--- src/rtl/pm_ddr_pkg.sv ---
// Shared definitions for the postmortem DDR record writer: AXI encodings,
// record region layout and the writer's state type.
package pm_ddr_pkg;

    localparam logic [2:0] AWSIZE_8B  = 3'd3;
    localparam logic [1:0] BURST_INCR = 2'b01;
    localparam logic [3:0] CACHE_BUF  = 4'b0011;
    localparam logic [1:0] RESP_OKAY  = 2'b00;

    localparam int unsigned NUM_REGIONS  = 5;
    localparam int unsigned RECORD_DEPTH = 50000;

    // Index 0 is the first region (0x0010_0000).
    localparam logic [NUM_REGIONS-1:0][39:0] REGION_BASE = {
        40'h00_0050_0000,
        40'h00_0040_0000,
        40'h00_0030_0000,
        40'h00_0020_0000,
        40'h00_0010_0000
    };

    typedef enum logic [2:0] {
        ST_IDLE   = 3'd0,
        ST_SETTLE = 3'd1,
        ST_ISSUE  = 3'd2,
        ST_RESP   = 3'd3,
        ST_DONE   = 3'd4,
        ST_GAP    = 3'd5
    } wr_state_e;

    function automatic logic is_beat_aligned(input logic [2:0] addr_lsbs);
        return (addr_lsbs == 3'b000);
    endfunction

endpackage

--- src/rtl/postmortem_ddr_writer.sv ---
// Writes one 64-bit postmortem record per request as a single-beat AXI4 write,
// reporting completion, a sticky error flag and a running record count.
module postmortem_ddr_writer
    import pm_ddr_pkg::*;
#(
    parameter int ADDR_W = 40,
    parameter int DATA_W = 64,
    parameter int SETTLE = 2
) (
    input  logic                  i_clk,
    input  logic                  i_rst,
    input  logic                  i_start,
    output logic                  o_done,
    input  logic [ADDR_W-1:0]     i_ddr_addr,
    input  logic [DATA_W-1:0]     i_ddr_data,

    output logic [ADDR_W-1:0]     m_axi_awaddr,
    output logic                  m_axi_awvalid,
    input  logic                  m_axi_awready,
    output logic [7:0]            m_axi_awlen,
    output logic [2:0]            m_axi_awsize,
    output logic [1:0]            m_axi_awburst,
    output logic [3:0]            m_axi_awcache,
    output logic [2:0]            m_axi_awprot,

    output logic [DATA_W-1:0]     m_axi_wdata,
    output logic [DATA_W/8-1:0]   m_axi_wstrb,
    output logic                  m_axi_wlast,
    output logic                  m_axi_wvalid,
    input  logic                  m_axi_wready,

    input  logic [1:0]            m_axi_bresp,
    input  logic                  m_axi_bvalid,
    output logic                  m_axi_bready,

    output logic                  o_err,
    output logic [31:0]           o_wr_cnt
);

    localparam logic [1:0] SETTLE_LAST = 2'(SETTLE - 1);

    wr_state_e           state_q, state_d;
    logic [1:0]          settle_cnt_q, settle_cnt_d;
    logic [ADDR_W-1:0]   addr_q, addr_d;
    logic [DATA_W-1:0]   data_q, data_d;
    logic                aw_sent_q, aw_sent_d;
    logic                w_sent_q, w_sent_d;
    logic [1:0]          bresp_q, bresp_d;
    logic                misalign_q, misalign_d;
    logic                err_q, err_d;
    logic [31:0]         wr_cnt_q, wr_cnt_d;

    logic                awvalid, wvalid, bready, done;

    always_ff @(posedge i_clk or negedge i_rst) begin
        if (!i_rst) begin
            state_q      <= ST_IDLE;
            settle_cnt_q <= '0;
            addr_q       <= '0;
            data_q       <= '0;
            aw_sent_q    <= 1'b0;
            w_sent_q     <= 1'b0;
            bresp_q      <= RESP_OKAY;
            misalign_q   <= 1'b0;
            err_q        <= 1'b0;
            wr_cnt_q     <= '0;
        end else begin
            state_q      <= state_d;
            settle_cnt_q <= settle_cnt_d;
            addr_q       <= addr_d;
            data_q       <= data_d;
            aw_sent_q    <= aw_sent_d;
            w_sent_q     <= w_sent_d;
            bresp_q      <= bresp_d;
            misalign_q   <= misalign_d;
            err_q        <= err_d;
            wr_cnt_q     <= wr_cnt_d;
        end
    end

    always_comb begin
        state_d      = state_q;
        settle_cnt_d = settle_cnt_q;
        addr_d       = addr_q;
        data_d       = data_q;
        aw_sent_d    = aw_sent_q;
        w_sent_d     = w_sent_q;
        bresp_d      = bresp_q;
        misalign_d   = misalign_q;
        err_d        = err_q;
        wr_cnt_d     = wr_cnt_q;
        awvalid      = 1'b0;
        wvalid       = 1'b0;
        bready       = 1'b0;
        done         = 1'b0;

        case (state_q)
            ST_IDLE: begin
                if (i_start) begin
                    state_d      = ST_SETTLE;
                    settle_cnt_d = '0;
                end
            end

            ST_SETTLE: begin
                if (!i_start) begin
                    state_d = ST_IDLE;
                end else if (settle_cnt_q == SETTLE_LAST) begin
                    // Handler inputs have had time to settle; capture the record.
                    addr_d     = i_ddr_addr;
                    data_d     = i_ddr_data;
                    aw_sent_d  = 1'b0;
                    w_sent_d   = 1'b0;
                    bresp_d    = RESP_OKAY;
                    misalign_d = !is_beat_aligned(i_ddr_addr[2:0]);
                    state_d    = misalign_d ? ST_DONE : ST_ISSUE;
                end else begin
                    settle_cnt_d = settle_cnt_q + 2'd1;
                end
            end

            ST_ISSUE: begin
                awvalid = !aw_sent_q;
                wvalid  = !w_sent_q;
                if (awvalid && m_axi_awready) aw_sent_d = 1'b1;
                if (wvalid && m_axi_wready)   w_sent_d  = 1'b1;
                if (aw_sent_d && w_sent_d)    state_d   = ST_RESP;
            end

            ST_RESP: begin
                bready = 1'b1;
                if (m_axi_bvalid) begin
                    bresp_d = m_axi_bresp;
                    state_d = ST_DONE;
                end
            end

            ST_DONE: begin
                done = 1'b1;
                // A misaligned record is reported as an error but never counted.
                if (misalign_q) begin
                    err_d = 1'b1;
                end else begin
                    wr_cnt_d = wr_cnt_q + 32'd1;
                    if (bresp_q != RESP_OKAY) err_d = 1'b1;
                end
                state_d = ST_GAP;
            end

            ST_GAP: begin
                state_d = ST_IDLE;
            end

            default: begin
                state_d = ST_IDLE;
            end
        endcase
    end

    assign o_done        = done;
    assign m_axi_awvalid = awvalid;
    assign m_axi_wvalid  = wvalid;
    assign m_axi_bready  = bready;

    assign m_axi_awaddr  = addr_q;
    assign m_axi_awlen   = 8'd0;
    assign m_axi_awsize  = AWSIZE_8B;
    assign m_axi_awburst = BURST_INCR;
    assign m_axi_awcache = CACHE_BUF;
    assign m_axi_awprot  = 3'd0;
    assign m_axi_wdata   = data_q;
    assign m_axi_wstrb   = '1;
    assign m_axi_wlast   = 1'b1;

    assign o_err         = err_q;
    assign o_wr_cnt      = wr_cnt_q;

endmodule

--- config.mk ---
export PLATFORM = sky130hd
export DESIGN_NAME = postmortem_ddr_writer
export DESIGN_NICKNAME = d
export VERILOG_FILES = /design/src/rtl/pm_ddr_pkg.sv /design/src/rtl/postmortem_ddr_writer.sv
export SDC_FILE = /design/constraint.sdc
export NUM_CORES = 1
export LEC_CHECK = 0
export BUFFER_PORTS_ARGS = -buffer_cell sky130_fd_sc_hd__clkbuf_2
export CAP_MARGIN = 20
export CELL_PAD_IN_SITES_DETAIL_PLACEMENT = 1
export CELL_PAD_IN_SITES_GLOBAL_PLACEMENT = 2
export CORE_AREA = 2 2 195 140
export CTS_CLUSTER_DIAMETER = 100
export DETAILED_ROUTE_END_ITERATION = 10
export DIE_AREA = 0 0 197 142
export PLACE_DENSITY = 0.72
export SKIP_CTS_REPAIR_TIMING = 1
export SYNTH_ARGS = -nofsm -noshare
export SYNTH_HDL_FRONTEND = slang
export SYNTH_SLANG_ARGS = --single-unit
export TNS_END_PERCENT = 30
--- constraint.sdc ---
create_clock -name i_clk -period 1.7 [get_ports i_clk]
set_input_delay 0.34 -clock i_clk [delete_from_list [all_inputs] [get_ports i_clk]]
set_output_delay 0.34 -clock i_clk [all_outputs]
set_load 0.01 [all_outputs]
# ---- Yosys cells after proc, flatten, opt, wreduce, memory -nomap -nowiden
# Cells that the tools add are included.
dict set report word_totals {
  mem_bits_ro 0
  ram_bits 0
  reg_bits 147
  latchBits 0
  n_memories 0
}
dict set report classes {
  muxes 29
  n_lt_le_gt_ge 0
  n_eq_ne 12
  div 0
  shift 0
  n_bitwise 1
  addsub 2
  n_reduce_logical 20
  mul 0
}
# op n
set ops {}
lappend ops {{$add 32x1->32 const B} 1}
lappend ops {{$mux 3} 6}
lappend ops {{$pmux 3 s5} 1}
lappend ops {{$mux 1} 12}
lappend ops {{$mux 2} 6}
lappend ops {{$ne 2x2->1 const B} 6}
lappend ops {{$reduce_and 4->1} 3}
lappend ops {{$reduce_bool 2->1} 5}
lappend ops {{$pmux 2 s2} 2}
lappend ops {{$eq 3x2->1 const B} 2}
lappend ops {{$logic_not 3->1} 2}
lappend ops {{$reduce_and 3->1} 2}
lappend ops {{$pmux 1 s2} 2}
lappend ops {{$reduce_and 2->1} 2}
lappend ops {{$eq 3x1->1 const B} 1}
lappend ops {{$eq 3x3->1 const B} 1}
lappend ops {{$logic_and 1x1->1} 3}
lappend ops {{$logic_not 1->1} 3}
lappend ops {{$ne 3x3->1 const B} 1}
lappend ops {{$add 2x1->2 const B} 1}
lappend ops {{$eq 2x1->1 const B} 1}
lappend ops {{$not 1->1} 1}

# ---- Logic depth before layout (Yosys ltp)
dict set report depth {
  depth_word 7
  mapped_depth 9
}

# ---- Worst setup path after synthesis
# Ideal clock, no wire load.
dict set report synth_timing {
  path_type {flip-flop to flip-flop}
  from {reg wr_cnt_q[0] (netlist: o_wr_cnt[0])}
  to {reg wr_cnt_q[20] (netlist: o_wr_cnt[20])}
  t_arrival_ns 1.642
  setup_slack_ns -0.068
  required_ns 1.575
  path_stages_with_launch 7
  period_less_slack_ns 1.768
  path_cell_list {dfrtp_1 > ha_1 > nor2b_1 > nand3_4 > nor3_1 > nand4_1 > xnor2_1}
}
dict set report synth_via {
  elab_chain_cells 1
}
# item line
set synth_lines {}
lappend synth_lines {{from (decl)} postmortem_ddr_writer.sv:51} ;# logic [31:0] wr_cnt_q, wr_cnt_d;
lappend synth_lines {{from (signal assigned)} postmortem_ddr_writer.sv:77} ;# wr_cnt_q <= wr_cnt_d;
lappend synth_lines {{$add 32x1->32} postmortem_ddr_writer.sv:144} ;# wr_cnt_d = wr_cnt_q + 32'd1;
# No other way between the ends.
# A chain may end at the register's enable or synchronous reset.

# ---- Worst setup path after layout
dict set report layout_timing {
  from {reg state_q[1]}
  to {out o_done}
}
dict set report layout_via {
  elab_chain_cells 2
}
# item line
set layout_lines {}
lappend layout_lines {{from (decl)} postmortem_ddr_writer.sv:42} ;# wr_state_e state_q, state_d;
lappend layout_lines {{from (signal assigned)} postmortem_ddr_writer.sv:68} ;# state_q <= state_d;
lappend layout_lines {{$eq 3x3->1} postmortem_ddr_writer.sv:97} ;# case (state_q)
lappend layout_lines {{$mux 1} postmortem_ddr_writer.sv:97}
lappend layout_lines {{to (decl)} postmortem_ddr_writer.sv:13} ;# output logic o_done,
# No other way between the ends.

==> results.py <==
metrics = {
    "floorplan": {
        "die_x_um": 197,
        "ios": 282,
        "start_util": 0.236,
        "coreArea_um2": 26200,
        "die_area_um2": 28000,
        "die_h_um": 142,
        "rows": 50,
    },
    "grt": {
        "grt_max_degree": 60,
        "grt_pass1_wl_um": 31300,
        "antenna_found_initial": 0,
        "overflow": 0,
        "gr-usage-all-layers": 0.144,
        "grt_pass1_vias": 5684,
    },
    "clocking": {
        "clk_path_buf_depth": 2,
        "clk_pin_slew_ns": 0.07,
        "cts_sinks": 147,
        "htreeDepth": 4,
        "cts-root-buf": "clkbuf_16",
        "cts-buffers-inserted": 17,
        "clk_latency_ns": 0.43,
        "cts_tree": "done",
    },
    "synthesis": {
        "avgSynthCellArea_um2": 9.46,
        "yosys.cell_types.count": 39,
        "netlist_instances": 651,
        "synth_top_area_cell": "dfrtp_1",
        "synth-async-reset-ratio": 1.00,
        "synth_top_cell_area_share": 0.597,
        "ys_seq_area_frac": 0.597,
        "ys_ff_latch": 147,
        "yosys-top-cells-area": "dfrtp_1 60%, nand2_1 20%, xnor2_1 3.6%, buf_4 3.5%, nand3_1 1.1%",
        "synthFlopType": "dfrtp_1",
        "yosys_warnings": 0,
        "synth_edf_count": 0,
        "synthesis.area_um2": 6160,
    },
    "placement": {
        "numPortBuffers": 252,
        "dpl_cell_area_um2": 8100,
        "hpwlAfterDp_um": 14500,
        "place_congestion": 0.746,
    },
    "power_and_ir_drop": {
        "peakVddDrop_mv": 0.646,
        "p_per_area_nw_per_um2": 1570,
        "leakage_uw": 0.00493,
    },
    "drt": {
        "wl_per_cell_um": 15.0,
        "met1Wirelength_um": 9420,
        "first_iter_violations": 184,
        "dr_wl_met3_um": 1550,
        "via_per_inst": 4.04,
        "drc": 0,
        "ant_nets": 0,
        "dr.pass1.iters": 4,
        "drt-total-wl_um": 19500,
        "met2WireLength_um": 8290,
        "vias": 5264,
        "route.top_layer_used": "met4",
    },
    "critical_path": {
        "crit_end": "o_done",
        "critPathLaunchType": "register",
        "r2r-end": "o_wr_cnt[27]",
        "critPathArrivalTime_ns": 1.50,
        "crit_type": "reg2out",
        "r2r-start": "state_q[1]",
        "worstRegToRegCells": 6,
        "crit_path_end_kind": "output pin",
        "critPathRequiredTime_ns": 1.36,
        "rrSetupSlack_ns": -0.09,
        "path_max_fanout": 4,
        "cp-startpoint": "state_q[1]",
    },
    "timing": {
        "drv_slew": 0,
        "clock_skew_ns": 0.0132,
        "rsz0062_at_grt": "true",
        "setup_slack_ns": -0.140,
        "min_period_ns": 1.84,
        "finalHoldWorstSlack_ns": 0.0966,
        "setup_viol": 14,
        "max_freq_mhz": 543,
        "hold_viol_final": 0,
        "post-route-period-util": 1.08,
    },
    "min_path": {
        "hold_path_class": "in2reg",
        "hold_depth": 3,
    },
    "final_layout": {
        "nets": 1065,
        "syn_to_final_growth_pct": 43.0,
        "antenna_cells": 0,
        "stdcell_area_um2": 8810,
        "drive_gt1_frac": 0.372,
        "fill_cells": 3122,
    },
    "outcome": {
        "violations": "negative setup slack",
        "status": "finished, violations left",
    },
    "run": {
        "timing.max_cap.violations": 0,
    },
}
metal layers:
layer / GRT usage / up-vias
met5: 0 / -
met4: 0.0447 / 0
met3: 0.0581 / 15
met2: 0.211 / 147
met1: 0.194 / 2527
li1: - / 2575
cell usage after synthesis (all sizes together) (5+ instances only):
master and instances:
nand4 8, nor2 14, buf 43, o21ai 5
xor2 6, xnor2 25, nand2 330, nand3 15
dfrtp 147, clkbuf 12
worst min path at each step:
stage                             to            from
floorplan                  aw_sent_q           i_rst
global placement           aw_sent_q           i_rst
detailed placement         aw_sent_q           i_rst
CTS                        aw_sent_q           i_rst
global route        m_axi_awaddr[25]  i_ddr_addr[25]
finish              m_axi_awaddr[25]  i_ddr_addr[25]
flip-flops by register name (all words and copies together), names as in the netlist, 2 cells and up:
| register | cells |
|---|---|
| bresp_q | 2 |
| m_axi_awaddr | 40 |
| o_wr_cnt | 32 |
| m_axi_wdata | 64 |
| settle_cnt_q | 2 |
| state_q | 3 |
per-stage QoR:
| stage | total power (µW) | setup slack, ns | cells | setup TNS, ns | util |
|---|---|---|---|---|---|
| floorplan | 7610 | -0.0426 | 678 | -0.0763 | - |
| global placement | 9760 | 0.0377 | 1264 | 0 | 0.310 |
| detailed placement | 9870 | -0.0189 | 1264 | -0.0189 | 0.310 |
| CTS | 14000 | -0.309 | 1296 | -1.14 | 0.333 |
| global route | 14800 | -0.211 | 1302 | -2.79 | 0.337 |
| finish | 13800 | -0.140 | 1302 | -0.990 | 0.337 |
cell type report:
class	count	area [µm²]	area share
sequential	147	3680	0.418
multi-input combinational	473	2290	0.260
timing repair buffer	309	1790	0.203
clock buffer	24	492	0.0558
tap	338	423	0.0480
clock inverter	8	124	0.0141
inverter	3	11.3	0.00128
where the power goes:
| part | total (µW) | switching, µW | leakage, µW | internal, µW |
|---|---|---|---|---|
| Clock | 3980 | 1520 | 0.000296 | 2460 |
| Combinational | 4350 | 2550 | 0.00274 | 1800 |
| Sequential | 5470 | 724 | 0.00189 | 4750 |
logic make-up (layout without fill, tap and decap cells):
logic type | Yosys count | in the layout | synth area share
AO/OA/AOI/OAI | 18 | 18 | 0.0195
XOR/XNOR | 31 | 31 | 0.0441
adder cells (fa/ha/maj) | 2 | 2 | 0.00406
buffers and inverters | 58 | 344 | 0.0554
flip-flops | 147 | 147 | 0.597
multiplexers | 2 | 2 | 0.00366
other | 2 | 29 | 0.00122
AND/OR/NAND/NOR | 391 | 391 | 0.275
cell usage in the layout (no fill, tap or decap), types with 12 or more instances in the layout:
cell type and n:
xnor2_1 25, conb_1 29, nand2_1 330, clkbuf_16 17, nor2_1 13, clkbuf_2 248
dfrtp_1 146, nand3_1 12, buf_4 48
critical path: stages (launching register included):
cell and delay, ns:
dfrtp_2 0.42, buf_4 0.15, nor3b_4 0.26, buf_6 0.15, buf_6 0.09
Power figures use the tool's default switching activity.
